### config.mk
export PLATFORM = sky130hd
export DESIGN_NAME = csr_file
export DESIGN_NICKNAME = d
export VERILOG_FILES = /design/src/rtl/csr_pkg.sv /design/src/rtl/csr_counter64.sv /design/src/rtl/csr_file.sv
export SDC_FILE = /design/constraint.sdc
export NUM_CORES = 1
export LEC_CHECK = 0
export ABC_AREA = 1
export BUFFER_PORTS_ARGS = -buffer_cell sky130_fd_sc_hd__buf_2
export CAP_MARGIN = 20
export CORE_UTILIZATION = 35
export DETAILED_ROUTE_END_ITERATION = 12
export HOLD_SLACK_MARGIN = 0.05
export SLEW_MARGIN = 20
export SYNTH_ARGS = -nofsm -noshare
export SYNTH_HDL_FRONTEND = slang
export SYNTH_SLANG_ARGS = --single-unit
### constraint.sdc
create_clock -name clk_i -period 26.3 [get_ports clk_i]
set_input_delay 5.26 -clock clk_i [delete_from_list [all_inputs] [get_ports clk_i]]
set_output_delay 5.26 -clock clk_i [all_outputs]
set_load 0.1 [all_outputs]
### src/rtl/csr_pkg.sv
// Shared definitions for the machine-mode CSR file: addresses, op encoding,
// register indices, mstatus/mtags bit positions and per-register write masks.
package csr_pkg;

  localparam logic [11:0] CSR_MVENDORID = 12'hF11;
  localparam logic [11:0] CSR_MHARTID   = 12'hF14;
  localparam logic [11:0] CSR_MSTATUS   = 12'h300;
  localparam logic [11:0] CSR_MISA      = 12'h301;
  localparam logic [11:0] CSR_MIE       = 12'h304;
  localparam logic [11:0] CSR_MTVEC     = 12'h305;
  localparam logic [11:0] CSR_MSCRATCH  = 12'h340;
  localparam logic [11:0] CSR_MEPC      = 12'h341;
  localparam logic [11:0] CSR_MCAUSE    = 12'h342;
  localparam logic [11:0] CSR_MTVAL     = 12'h343;
  localparam logic [11:0] CSR_MIP       = 12'h344;
  localparam logic [11:0] CSR_MTAGS     = 12'h7C0;
  localparam logic [11:0] CSR_MCYCLE    = 12'hB00;
  localparam logic [11:0] CSR_MINSTRET  = 12'hB02;
  localparam logic [11:0] CSR_MCYCLEH   = 12'hB80;
  localparam logic [11:0] CSR_MINSTRETH = 12'hB82;

  typedef enum logic [1:0] {
    CSR_OP_READ  = 2'd0,
    CSR_OP_WRITE = 2'd1,
    CSR_OP_SET   = 2'd2,
    CSR_OP_CLEAR = 2'd3
  } csr_op_e;

  typedef enum logic [4:0] {
    REG_NONE,
    REG_MVENDORID,
    REG_MHARTID,
    REG_MSTATUS,
    REG_MISA,
    REG_MIE,
    REG_MTVEC,
    REG_MSCRATCH,
    REG_MEPC,
    REG_MCAUSE,
    REG_MTVAL,
    REG_MIP,
    REG_MTAGS,
    REG_MCYCLE,
    REG_MINSTRET,
    REG_MCYCLEH,
    REG_MINSTRETH
  } csr_reg_e;

  typedef enum logic {
    ST_IDLE,
    ST_EXEC
  } csr_state_e;

  localparam int unsigned MSTATUS_MIE  = 3;
  localparam int unsigned MSTATUS_MPIE = 7;

  localparam int unsigned MTAGS_EN      = 0;
  localparam int unsigned MTAGS_IRQ_CLR = 1;
  localparam int unsigned MTAGS_IF_EN   = 2;

  localparam logic [63:0] WMASK_NONE    = '0;
  localparam logic [63:0] WMASK_FULL    = '1;
  localparam logic [63:0] WMASK_MSTATUS = 64'h88;
  localparam logic [63:0] WMASK_MIE     = 64'h888;
  localparam logic [63:0] WMASK_MTVEC   = ~64'h3;
  localparam logic [63:0] WMASK_MEPC    = ~64'h1;
  localparam logic [63:0] WMASK_MTAGS   = 64'h7;

  function automatic csr_reg_e csr_decode(input logic [11:0] addr);
    csr_reg_e idx;
    case (addr)
      CSR_MVENDORID: idx = REG_MVENDORID;
      CSR_MHARTID:   idx = REG_MHARTID;
      CSR_MSTATUS:   idx = REG_MSTATUS;
      CSR_MISA:      idx = REG_MISA;
      CSR_MIE:       idx = REG_MIE;
      CSR_MTVEC:     idx = REG_MTVEC;
      CSR_MSCRATCH:  idx = REG_MSCRATCH;
      CSR_MEPC:      idx = REG_MEPC;
      CSR_MCAUSE:    idx = REG_MCAUSE;
      CSR_MTVAL:     idx = REG_MTVAL;
      CSR_MIP:       idx = REG_MIP;
      CSR_MTAGS:     idx = REG_MTAGS;
      CSR_MCYCLE:    idx = REG_MCYCLE;
      CSR_MINSTRET:  idx = REG_MINSTRET;
      CSR_MCYCLEH:   idx = REG_MCYCLEH;
      CSR_MINSTRETH: idx = REG_MINSTRETH;
      default:       idx = REG_NONE;
    endcase
    return idx;
  endfunction

endpackage

### src/rtl/csr_counter64.sv
// 64-bit counter built from two 32-bit halves; a write to a half overrides
// that half's increment, and a write to the high half swallows the carry.
module csr_counter64 (
  input  logic        clk_i,
  input  logic        rst_i,
  input  logic        inc_i,
  input  logic        wr_lo_i,
  input  logic        wr_hi_i,
  input  logic [31:0] wdata_lo_i,
  input  logic [31:0] wdata_hi_i,
  output logic [63:0] value_o
);

  logic [31:0] lo_q;
  logic [31:0] hi_q;
  logic        carry;

  assign carry = inc_i && !wr_lo_i && (lo_q == '1);

  always_ff @(posedge clk_i or posedge rst_i) begin
    if (rst_i) begin
      lo_q <= '0;
      hi_q <= '0;
    end else begin
      if (wr_lo_i)    lo_q <= wdata_lo_i;
      else if (inc_i) lo_q <= lo_q + 32'd1;
      if (wr_hi_i)    hi_q <= wdata_hi_i;
      else if (carry) hi_q <= hi_q + 32'd1;
    end
  end

  assign value_o = {hi_q, lo_q};

endmodule

### src/rtl/csr_file.sv
// Machine-mode CSR file with a two-cycle busy/done access handshake and trap/mret
// state updates. Define CSR_COUNTERS_EN to add the mcycle/minstret counters.
module csr_file
  import csr_pkg::*;
#(
  parameter int unsigned CSR_DATA_WIDTH = 32,
  parameter int unsigned CSR_ADDR_WIDTH = 12,
  parameter logic [63:0] HART_ID        = 64'd0,
  parameter logic [25:0] MISA_EXT       = 26'h100,
  parameter logic [63:0] MTVEC_RESET    = 64'd0
) (
  input  logic                      clk_i,
  input  logic                      rst_i,
  input  logic                      csr_en_i,
  input  logic [1:0]                csr_op_i,
  input  logic [CSR_ADDR_WIDTH-1:0] csr_addr_i,
  input  logic [CSR_DATA_WIDTH-1:0] csr_data_i,
  output logic [CSR_DATA_WIDTH-1:0] csr_data_o,
  output logic                      csr_busy_o,
  output logic                      csr_done_o,
  output logic                      csr_exists_o,
  output logic                      csr_ro_o,
  output logic                      csr_illegal_o,
  input  logic [CSR_DATA_WIDTH-1:0] irq_pending_i,
  input  logic                      instret_i,
  input  logic                      trap_i,
  input  logic                      mret_i,
  input  logic [CSR_DATA_WIDTH-1:0] trap_pc_i,
  input  logic [CSR_DATA_WIDTH-1:0] trap_cause_i,
  input  logic [CSR_DATA_WIDTH-1:0] trap_val_i,
  output logic                      irq_en_o,
  output logic                      tags_en_o,
  output logic                      tags_if_en_o,
  output logic                      tags_irq_clear_o,
  output logic [CSR_DATA_WIDTH-1:0] mtvec_o,
  output logic [CSR_DATA_WIDTH-1:0] mepc_o
);

  localparam int unsigned W = CSR_DATA_WIDTH;

  csr_state_e              state_q, state_d;
  logic                    exec;
  csr_op_e                 op_q;
  logic [CSR_ADDR_WIDTH-1:0] addr_q;
  logic [W-1:0]            wdata_q;
  logic [11:0]             addr12;

  csr_reg_e                reg_idx;
  logic                    exists, ro_viol, wr_en;
  logic [W-1:0]            old_val, new_val, wmask, wval, misa_val;

  logic [W-1:0] mie_q, mtvec_q, mscratch_q, mepc_q, mcause_q, mtval_q;
  logic         mstatus_mie_q, mstatus_mpie_q;
  logic         tags_en_q, tags_if_en_q, tags_clr_q;

  logic [W-1:0] data_q;
  logic         done_q, exists_q, ro_q, illegal_q;

  always_ff @(posedge clk_i or posedge rst_i) begin
    if (rst_i) state_q <= ST_IDLE;
    else       state_q <= state_d;
  end

  always_comb begin
    state_d = state_q;
    case (state_q)
      ST_IDLE: if (csr_en_i) state_d = ST_EXEC;
      ST_EXEC: state_d = ST_IDLE;
      default: state_d = ST_IDLE;
    endcase
  end

  always_comb begin
    exec       = (state_q == ST_EXEC);
    csr_busy_o = (state_q == ST_EXEC);
  end

  always_ff @(posedge clk_i or posedge rst_i) begin
    if (rst_i) begin
      op_q    <= CSR_OP_READ;
      addr_q  <= '0;
      wdata_q <= '0;
    end else if (state_q == ST_IDLE && csr_en_i) begin
      op_q    <= csr_op_e'(csr_op_i);
      addr_q  <= csr_addr_i;
      wdata_q <= csr_data_i;
    end
  end

  assign addr12 = 12'(addr_q);

  // Counter addresses only exist when built in; the high halves only at XLEN=32.
  always_comb begin
    reg_idx = csr_decode(addr12);
`ifndef CSR_COUNTERS_EN
    if (reg_idx inside {REG_MCYCLE, REG_MINSTRET, REG_MCYCLEH, REG_MINSTRETH})
      reg_idx = REG_NONE;
`endif
    if (W == 64 && reg_idx inside {REG_MCYCLEH, REG_MINSTRETH})
      reg_idx = REG_NONE;
  end

  assign exists  = (reg_idx != REG_NONE);
  assign ro_viol = exists && (addr12[11:10] == 2'b11) && (op_q != CSR_OP_READ);
  assign wr_en   = exec && exists && !ro_viol && (op_q != CSR_OP_READ);

  always_comb begin
    misa_val          = '0;
    misa_val[W-1 -: 2] = (W == 64) ? 2'b10 : 2'b01;
    misa_val[25:0]    = MISA_EXT;
  end

`ifdef CSR_COUNTERS_EN
  logic [63:0] mcycle_val, minstret_val, wval64;
  logic [31:0] cnt_wlo, cnt_whi;
  logic        cyc_wr_lo, cyc_wr_hi, ins_wr_lo, ins_wr_hi;

  assign wval64    = 64'(wval);
  assign cnt_wlo   = wval64[31:0];
  assign cnt_whi   = (W == 64) ? wval64[63:32] : wval64[31:0];
  assign cyc_wr_lo = wr_en && (reg_idx == REG_MCYCLE);
  assign ins_wr_lo = wr_en && (reg_idx == REG_MINSTRET);
  assign cyc_wr_hi = wr_en && ((W == 64) ? (reg_idx == REG_MCYCLE)   : (reg_idx == REG_MCYCLEH));
  assign ins_wr_hi = wr_en && ((W == 64) ? (reg_idx == REG_MINSTRET) : (reg_idx == REG_MINSTRETH));

  csr_counter64 u_mcycle (
    .clk_i      (clk_i),
    .rst_i      (rst_i),
    .inc_i      (1'b1),
    .wr_lo_i    (cyc_wr_lo),
    .wr_hi_i    (cyc_wr_hi),
    .wdata_lo_i (cnt_wlo),
    .wdata_hi_i (cnt_whi),
    .value_o    (mcycle_val)
  );

  csr_counter64 u_minstret (
    .clk_i      (clk_i),
    .rst_i      (rst_i),
    .inc_i      (instret_i),
    .wr_lo_i    (ins_wr_lo),
    .wr_hi_i    (ins_wr_hi),
    .wdata_lo_i (cnt_wlo),
    .wdata_hi_i (cnt_whi),
    .value_o    (minstret_val)
  );
`else
  logic unused_instret;
  assign unused_instret = instret_i;
`endif

  always_comb begin
    old_val = '0;
    wmask   = WMASK_NONE[W-1:0];
    case (reg_idx)
      REG_MHARTID:  old_val = W'(HART_ID);
      REG_MSTATUS: begin
        old_val[MSTATUS_MIE]  = mstatus_mie_q;
        old_val[MSTATUS_MPIE] = mstatus_mpie_q;
        wmask = WMASK_MSTATUS[W-1:0];
      end
      REG_MISA:     old_val = misa_val;
      REG_MIE:      begin old_val = mie_q;      wmask = WMASK_MIE[W-1:0];   end
      REG_MTVEC:    begin old_val = mtvec_q;    wmask = WMASK_MTVEC[W-1:0]; end
      REG_MSCRATCH: begin old_val = mscratch_q; wmask = WMASK_FULL[W-1:0];  end
      REG_MEPC:     begin old_val = mepc_q;     wmask = WMASK_MEPC[W-1:0];  end
      REG_MCAUSE:   begin old_val = mcause_q;   wmask = WMASK_FULL[W-1:0];  end
      REG_MTVAL:    begin old_val = mtval_q;    wmask = WMASK_FULL[W-1:0];  end
      REG_MIP:      old_val = irq_pending_i;
      REG_MTAGS: begin
        old_val[MTAGS_EN]    = tags_en_q;
        old_val[MTAGS_IF_EN] = tags_if_en_q;
        wmask = WMASK_MTAGS[W-1:0];
      end
`ifdef CSR_COUNTERS_EN
      REG_MCYCLE:    begin old_val = W'(mcycle_val);          wmask = WMASK_FULL[W-1:0]; end
      REG_MINSTRET:  begin old_val = W'(minstret_val);        wmask = WMASK_FULL[W-1:0]; end
      REG_MCYCLEH:   begin old_val = W'(mcycle_val[63:32]);   wmask = WMASK_FULL[W-1:0]; end
      REG_MINSTRETH: begin old_val = W'(minstret_val[63:32]); wmask = WMASK_FULL[W-1:0]; end
`endif
      default: ;
    endcase
  end

  always_comb begin
    case (op_q)
      CSR_OP_WRITE: new_val = wdata_q;
      CSR_OP_SET:   new_val = old_val | wdata_q;
      CSR_OP_CLEAR: new_val = old_val & ~wdata_q;
      default:      new_val = old_val;
    endcase
    wval = new_val & wmask;
  end

  // Trap and mret own the fields they touch; a same-cycle CSR write to them is dropped.
  always_ff @(posedge clk_i or posedge rst_i) begin
    if (rst_i) begin
      mstatus_mie_q  <= 1'b0;
      mstatus_mpie_q <= 1'b0;
    end else if (trap_i) begin
      mstatus_mpie_q <= mstatus_mie_q;
      mstatus_mie_q  <= 1'b0;
    end else if (mret_i) begin
      mstatus_mie_q  <= mstatus_mpie_q;
      mstatus_mpie_q <= 1'b1;
    end else if (wr_en && reg_idx == REG_MSTATUS) begin
      mstatus_mie_q  <= wval[MSTATUS_MIE];
      mstatus_mpie_q <= wval[MSTATUS_MPIE];
    end
  end

  always_ff @(posedge clk_i or posedge rst_i) begin
    if (rst_i) begin
      mepc_q   <= '0;
      mcause_q <= '0;
      mtval_q  <= '0;
    end else if (trap_i) begin
      mepc_q   <= {trap_pc_i[W-1:1], 1'b0};
      mcause_q <= trap_cause_i;
      mtval_q  <= trap_val_i;
    end else begin
      if (wr_en && reg_idx == REG_MEPC)   mepc_q   <= wval;
      if (wr_en && reg_idx == REG_MCAUSE) mcause_q <= wval;
      if (wr_en && reg_idx == REG_MTVAL)  mtval_q  <= wval;
    end
  end

  always_ff @(posedge clk_i or posedge rst_i) begin
    if (rst_i) begin
      mie_q        <= '0;
      mtvec_q      <= MTVEC_RESET[W-1:0] & WMASK_MTVEC[W-1:0];
      mscratch_q   <= '0;
      tags_en_q    <= 1'b0;
      tags_if_en_q <= 1'b0;
      tags_clr_q   <= 1'b0;
    end else begin
      if (wr_en && reg_idx == REG_MIE)      mie_q      <= wval;
      if (wr_en && reg_idx == REG_MTVEC)    mtvec_q    <= wval;
      if (wr_en && reg_idx == REG_MSCRATCH) mscratch_q <= wval;
      if (wr_en && reg_idx == REG_MTAGS) begin
        tags_en_q    <= wval[MTAGS_EN];
        tags_if_en_q <= wval[MTAGS_IF_EN];
      end
      tags_clr_q <= wr_en && (reg_idx == REG_MTAGS) && wval[MTAGS_IRQ_CLR];
    end
  end

  always_ff @(posedge clk_i or posedge rst_i) begin
    if (rst_i) begin
      data_q    <= '0;
      done_q    <= 1'b0;
      exists_q  <= 1'b0;
      ro_q      <= 1'b0;
      illegal_q <= 1'b0;
    end else begin
      done_q <= exec;
      if (exec) begin
        data_q    <= old_val;
        exists_q  <= exists;
        ro_q      <= ro_viol;
        illegal_q <= !exists || ro_viol;
      end
    end
  end

  assign csr_data_o       = data_q;
  assign csr_done_o       = done_q;
  assign csr_exists_o     = exists_q;
  assign csr_ro_o         = ro_q;
  assign csr_illegal_o    = illegal_q;
  assign irq_en_o         = mstatus_mie_q;
  assign tags_en_o        = tags_en_q;
  assign tags_if_en_o     = tags_if_en_q;
  assign tags_irq_clear_o = tags_clr_q;
  assign mtvec_o          = mtvec_q;
  assign mepc_o           = mepc_q;

endmodule

# Yosys cells after proc, flatten, opt, wreduce, memory -nomap -nowiden
# Index checks and enable logic that the tools add are counted.
[op_classes]
n_bitwise = 5
eq_ne = 34
muxes = 25
n_reduce_logical = 26
[op_table]
columns = ["operator", "count"]
rows = [
  ["two-way mux 32 bit", 6],
  ["one-hot mux 24 bit (8 select lines)", 1],
  ["one-hot mux 32 bit (6 select lines)", 1],
  ["== test 12 x 10 -> 1 bit (second input constant)", 9],
  ["one-hot mux 32 bit (3 select lines)", 1],
  ["one-hot mux 5 bit (16 select lines)", 1],
  ["== test 12 bit (second input constant)", 6],
  ["AND 32 bit", 2],
  ["== test 5 x 4 -> 1 bit (second input constant)", 8],
  ["inverter 32 bit", 1],
  ["bitwise OR 32 bit", 1],
  ["one-hot mux 1 bit (8 select lines)", 4],
  ["one-hot mux 3 bit (7 select lines)", 1],
  ["== test 5 x 3 -> 1 bit (second input constant)", 4],
  ["logical AND 1 bit", 15],
  ["== test 12 x 11 -> 1 bit (second input constant)", 1],
  ["nonzero test 2 bit", 4],
  ["two-way mux 1 bit", 7],
  ["one-hot mux 1 bit (7 select lines)", 1],
  ["== test 2 bit (second input constant)", 3],
  ["== test 5 x 2 -> 1 bit (second input constant)", 1],
  ["== test 5 bit (second input constant)", 1],
  ["two-way mux 5 bit", 1],
  ["nonzero test 5 bit", 1],
  ["other kinds (8)", 9],
]
[totals]
word_cells = 110
input_bits = 180
ff_bits = 280
output_inout_bits = 105

# Depth between registers and ports, before layout
# Gate-level depths: netlist of run 1.
[logic_depth]
depth_word = 15
mapped_depth = 18
ltp_nobuf = 17

# Worst setup path before layout of run 1
# Ideal clock, no wire load.
[synth_path]
path_kind = "reg2out"
start = "register state_q (netlist: csr_busy_o)"
end = "output port csr_busy_o"
stages_incl_launch_ff = 1
arrival_time_ns = 0.994
path_buffers = 0
required_ns = 21.040
setup_slack_ns = 20.046
path_cell_list = "dfrtp_1"
[synth_rtl]
columns = ["element", "line", "source"]
rows = [
  ["start, declared", "csr_file.sv:41", "csr_state_e state_q, state_d;"],
  ["start signal, assigned", "csr_file.sv:61", "else state_q <= state_d;"],
  ["end, declared", "csr_file.sv:19", "output logic csr_busy_o,"],
]
# No word-level cell between the ends.

# Worst setup path after layout of run 1
[layout_path]
start = "register state_q (netlist: csr_busy_o)"
end = "output port csr_busy_o"
# No word-level cell between the ends.

==> results.yml, run 1 <==
status:
  status: "complete, no violations"
timing:
  tns_ps: 0
  rsz0062_at_grt: "no"
  finalCriticalPeriod_ps: 7227
  finalSetupViolCount: 0
  relSlewSlack_pct: 20.32
  drv_slew: 0
  finClkSkew_ps: 33.11
  worst_pin_slew_ps: 1192
  fmax_mhz: 138.4
  timing_hold_violations_final: 0
  period_share_pct: 27.48
worst_setup_path:
  crit_fanout: 42
  crit_arrival_ps: 1970
  critPathLaunchType: "register"
  required_ps: 21040
  rrSetupSlack_ps: 21220
  crit_type: "reg2out"
  end_kind: "output port"
clock_network:
  clock-sinks: 280
  holdBufCountCts: 0
  cts_root_buf: "clkbuf_16"
  clock_latency_ps: 550
  clk_pin_slew_worst_paths_ps: 60
  numCtsBuffers: 34
  h-tree-depth: 2
  cts_max_path_buffers: 3
  cts-resized-gates: 0
  postCtsSetupBuffers: 0
  cts_tree: "yes"
power:
  p_sw_share_pct: 31.48
  switching_power_w: 0.0003497
  clkPwrFrac_pct: 41.4
  cellLeakagePower_nw: 10.11
  combPwrFrac_pct: 16.5
  power_density_mw_per_mm2: 60.67
  peakVddDrop_v: 0.00004435
  seqPwrFrac_pct: 42.1
  internal_power_w: 0.0007614
worst_hold_path:
  hold_path_class: "reg2reg"
grt:
  grt_usage_pct: 27.32
  grt_pass1_vias: 15300
  grt-ovfl-total: 0
  grt_max_degree: 103
  antenna_found_initial: 3
  grt_pass1_wl_mm: 92.12
yosys:
  synth_edf_count: 0
  ys_seq_area_share_pct: 45.40
  ys_types: 29
  netlist_area_mm2: 0.01543
  avgSynthCellArea_um2: 6.773
  yosysTopAreaCell: "dfrtp_1"
  synth_top_cell_area_share_pct: 45.40
  yosys-top-cells-area: "dfrtp_1 (45%), nand2_1 (26%), nand3_1 (6.7%), nor2_1 (4.8%), o21ai_0 (4.2%)"
  synth_ff_type: "dfrtp_1"
  synthMostInstantiatedCell: "nand2_1"
  syn-instance-count: 2279
  synth_common_cells: "nand2_1 (1078), dfrtp_1 (280), nand3_1 (208), nor2_1 (196), inv_1 (144)"
  synth.net_count: 2459
  ys_seq_elements: 280
  yosys_warnings: 0
  synthArstFlopShare_pct: 100.0
detailed_routing:
  routed_via_density: 5.157
  wire_per_inst_um: 19.68
  drc: 0
  dr.pass1.iters: 5
  detail-route-antenna-nets: 0
  first_iter_violations: 1510
  wirelength_mm: 61.42
  vias: 16090
die:
  io_pins: 285
  start_util_pct: 35.67
  fp-row-count: 76
  die_area_mm2: 0.04494
  die_w_um: 212
  core_area_mm2: 0.04327
  die_h_um: 212
placement:
  hpwlAfterDp_mm: 42.65
  placed_area_mm2: 0.01724
  port_buffers: 282
  gp_congestion: 0.9336
cells_and_area:
  syn2layout_area_growth_pct: 18.66
  antenna_cells: 0
  nets: 2694
  final_cell_area_mm2: 0.01832
  drive_above_1_share_pct: 15.89
job:
  drv_cap: 0
## final cells by class
class                           count  area (µm²)
Inverter                          165       628.1
Tap cell                          585       732.0
Clock inverter                      6       52.55
Timing Repair Buffer              307        1607
Fill cell                        4564       24950
Multi-Input combinational cell   1726        7279
Sequential cell                   280        7007
Clock buffer                       52        1010
## through the flow
| stage | std cells | worst slack [ps] | power, W | utilization [%] | hold WS, ps |
|---|---|---|---|---|---|
| after floorplan | 2279 | 13320 | 0.0005968 | - | 442.7 |
| after CTS | 3120 | 18990 | 0.001115 | 42.30 | 475.4 |
| after global routing | 3121 | 18770 | 0.001150 | 42.33 | 497.4 |
| after global placement | 3062 | 18460 | 0.0006545 | 39.84 | 458.9 |
| final | 3121 | 19070 | 0.001111 | 42.33 | 473.0 |
| after detailed placement | 3062 | 18430 | 0.0006569 | 39.84 | 459.4 |
## layout by cell type (no fill, tap or decap)
master     count
buf_4         24
nand4_4        1
dfrtp_1      280
and2_1         2
nor2_1       193
clkinv_8       2
nand2_1     1078
clkbuf_1      10
nand3b_1       4
inv_2         18
o211ai_1       2
a21oi_1        1
o21a_1         2
buf_2        282
inv_1        142
o221ai_1       1
clkbuf_16     35
nor2_2        10
nor3_2         1
clkbuf_8       7
o21ai_4        3
buf_8          1
inv_8          1
o21ai_1        8
o21ai_0      129
and3_1         1
nand3_1      208
nor3_1         4
nand2_2        5
nand4_1       65
nand3_2        1
clkinv_2       5
nor2_4         7
clkinv_1       3
## per-layer routing
layer  up-vias  part of all wire, %  wire length [µm]  global-route usage [%]
met5         -                0.062                38                       0
met4         6                  2.9              1790                   8.271
met3       112                  8.6              5275                   5.258
met2       671                   42             26040                   40.29
met1      7685                   46             28280                   40.12
li1       7620                    -                 -                       -
## worst max-delay path: stages, from the launching register on
cell,delay (ps)
dfrtp_1,320
buf_4,470
buf_2,540
## power by group through the flow
stage | sequential (W) | clock (W) | combinational [W]
2_1_floorplan | 0.000506 | 0 | 0.0000907
3_3_place_gp | 0.000475 | 0 | 0.000180
3_5_place_dp | 0.000475 | 0 | 0.000181
4_1_cts | 0.000468 | 0.000465 | 0.000182
5_1_grt | 0.000471 | 0.000481 | 0.000198
6_report | 0.000468 | 0.000460 | 0.000183
## logic make-up after synthesis
family                 Yosys count  share of synthesized area (%)
and+or+nand+nor               1580                          41.94
buffers and inverters          273                          7.620
AOI/OAI and AO/OA              146                          5.042
DFF                            280                          45.40
## sequential cells by signal (all words and copies together), names as in the netlist
name              cells
tags_en_o             1
addr12               12
op_q                  2
irq_en_o              1
csr_ro_o              1
csr_done_o            1
csr_illegal_o         1
mepc_o               32
mstatus_mpie_q        1
csr_busy_o            1
csr_exists_o          1
wdata_q              32
mie_q                32
csr_data_o           32
mtval_q              32
mtvec_o              32
mscratch_q           32
tags_if_en_o          1
mcause_q             32
tags_irq_clear_o      1
## path summary, 6_finish.rpt
path | start | end | cells past startpoint
setup / recovery | csr_busy_o | csr_busy_o | 2
hold / removal | csr_data_o[9] | csr_data_o[9] | 2
setup reg to reg | addr12[9] | mcause_q[24] | 16
hold reg to reg | csr_data_o[9] | csr_data_o[9] | 2
max in group asynchronous | rst_i | op_q[1] | 4
min in group asynchronous | rst_i | mtvec_o[23] | 2
Power figures use the tool's default switching activity.
==> run 2, diff against run 1 <==
ABC_AREA = 0   (was 1)
clock period = 7.1 ns   (was 26.3 ns; I/O delays follow)
==> results.yml, run 2 <==
timing:
  rsz0062_at_grt: "no"
  period_share_pct: 60.39
  tns_ps: 0
  worst_pin_slew_ps: 1160
  postLayoutSetupSlackWorst_ps: 2812
  drv_slew: 0
  finalCriticalPeriod_ps: 4288
  relSlewSlack_pct: 22.39
  finClkSkew_ps: 21.53
  finalSetupViolCount: 0
  fmax_mhz: 233.2
  timing_hold_violations_final: 0
detailed_routing:
  wire_per_inst_um: 24.02
  routed_via_density: 5.852
  drc: 0
  detail-route-antenna-nets: 0
  vias: 13650
  wirelength_mm: 56.02
  dr.pass1.iters: 6
  first_iter_violations: 1112
yosys:
  yosysTopAreaCell: "dfrtp_1"
  yosys-top-cells-area: "dfrtp_1 (48%), nand2_1 (6.0%), mux2_2 (4.1%), o21ai_0 (3.9%), a21oi_1 (3.6%)"
  ys_seq_area_share_pct: 48.05
  synth_edf_count: 0
  synth_common_cells: "dfrtp_1 (280), nand2_1 (233), o21ai_0 (113), a21oi_1 (104)"
  synth_top_cell_area_share_pct: 48.05
  syn-instance-count: 1541
  ys_types: 86
  synth.net_count: 1721
  synth_ff_type: "dfrtp_1"
  ys_seq_elements: 280
  synthMostInstantiatedCell: "dfrtp_1"
  avgSynthCellArea_um2: 9.463
  synthArstFlopShare_pct: 100.0
  yosys_warnings: 0
  netlist_area_mm2: 0.01458
power:
  p_total_w: 0.004474
  cellLeakagePower_nw: 7.653
  peakVddDrop_v: 0.0001396
  power_density_mw_per_mm2: 253.9
grt:
  grt_pass1_wl_mm: 83.15
  grt_usage_pct: 26.45
  antenna_found_initial: 0
  grt_pass1_vias: 13190
  grt-ovfl-total: 0
  grt_max_degree: 156
cells_and_area:
  layout.cells.non_filler: 2332
  seq_area_mm2: 0.007009
  layout_common_cells: "buf_2 (281), dfrtp_1 (278), nand2_1 (233), o21ai_0 (113), a21oi_1 (104)"
  nets: 1954
  n_fill_cell: 4057
  syn2layout_area_growth_pct: 20.81
  mostFrequentLayoutCell: "buf_2"
  multi_input_area_mm2: 0.007124
  drive_above_1_share_pct: 26.40
clock_network:
  holdBufCountCts: 0
  numCtsBuffers: 34
  cts_tree: "yes"
  cts_max_path_buffers: 3
  clock_latency_ps: 550
  clk_pin_slew_worst_paths_ps: 60
  postCtsSetupBuffers: 0
  clock-sinks: 280
  cts-resized-gates: 0
  h-tree-depth: 2
  cts_root_buf: "clkbuf_16"
die:
  core_area_mm2: 0.04092
  fp-row-count: 74
  start_util_pct: 35.63
  die_h_um: 206.1
  die_area_mm2: 0.04249
  io_pins: 285
  die_w_um: 206.1
worst_setup_path:
  crit_family: "simple AND/OR/NAND/NOR gates"
  critPathLaunchType: "register"
  cp_slowest_cell: "nor3_4"
  end_kind: "register"
  crit_type: "reg2reg"
  path_buf_inv: 4
  rrSetupSlack_ps: 2810
  required_ps: 7520
  crit_chain: "buf_4, inv_1, nand2_1, buf_4, and3_1, and2_1, nand2_1, nor3_4, buf_4, nor2b_1"
  ff2ff_path_depth: 10
  crit_arrival_ps: 4700
  r2r-end: "mie_q[20]"
  crit_path_frequent_cell: "buf_4"
  critPathMaxStageDelay_ps: 850
  crit_fanout: 34
  r2r_start: "op_q[1]"
placement:
  dp_slack_ps: 2863
  hpwlAfterDp_mm: 37.92
  port_buffers: 282
  place_inst: 2270
  gp_congestion: 0.9009
worst_hold_path:
  hold_start: "mscratch_q[1]"
  holdPathStages: 2
  hold_path_class: "reg2reg"
  whs_endpoint: "mscratch_q[1]"
status:
  status: "complete, no violations"
job:
  drv_cap: 0
## run 2: per-stage QoR
step / utilization [%] / hold slack (ps) / instance area, µm²
6_report: 43.05 / 484.1 / 17620
2_1_floorplan: - / 449.5 / 14590
4_1_cts: 43.03 / 482.6 / 17610
3_5_place_dp: 40.43 / 469.6 / 16550
5_1_grt: 43.04 / 503.4 / 17620
3_3_place_gp: 40.43 / 458.7 / 16550
## run 2: cell families after synthesis
group	after synthesis	synth area share (%)
multiplexers	70	5.260
buffers and inverters	134	3.775
AO/OA/AOI/OAI	478	22.65
XOR/XNOR	19	1.141
flip-flops	280	48.05
AND/OR/NAND/NOR	560	19.12
## run 2: final cells by class
cell class,instances,area share (%)
Multi-Input combinational cell,1127,40.44
Tap cell,532,3.778
Sequential cell,280,39.78
Timing Repair Buffer,318,9.651
Clock buffer,56,5.873
Clock inverter,5,0.1633
Inverter,13,0.2983
Antenna cell,1,0.01420
## run 2: per-layer routing
metal,vias to the layer above,track usage (%),wire [µm]
met5,-,0,0
met4,0,9.270,1663
met3,86,4.983,4209
met2,573,42.81,26550
met1,6834,35.28,23590
li1,6153,-,-
## run 2: worst max path at each step
| stage | start | to | slack [ps] | depth (start not counted) |
|---|---|---|---|---|
| floorplan | rst_i | addr12[0] | 1970 | 1 |
| global placement | op_q[1] | mie_q[10] | 2900 | 10 |
| finish | op_q[1] | mie_q[20] | 2810 | 10 |
| CTS | op_q[1] | mie_q[16] | 2860 | 10 |
| global route | addr12[7] | tags_en_o | 2660 | 8 |
| detailed placement | addr12[7] | tags_en_o | 2860 | 8 |
## run 2: tightest hold or removal path, cell delays in order (launching register included)
cell and delay, ps:
dfrtp_1 340, nand2_1 50, o21ai_0 60
## run 2: power by group
part / switching [W] / internal [W] / total, W / leakage, nW
Clock: 0.000704 / 0.000994 / 0.00170 / 0.524
Sequential: 0.000118 / 0.00171 / 0.00183 / 3.22
Combinational: 0.000688 / 0.000262 / 0.000951 / 3.90
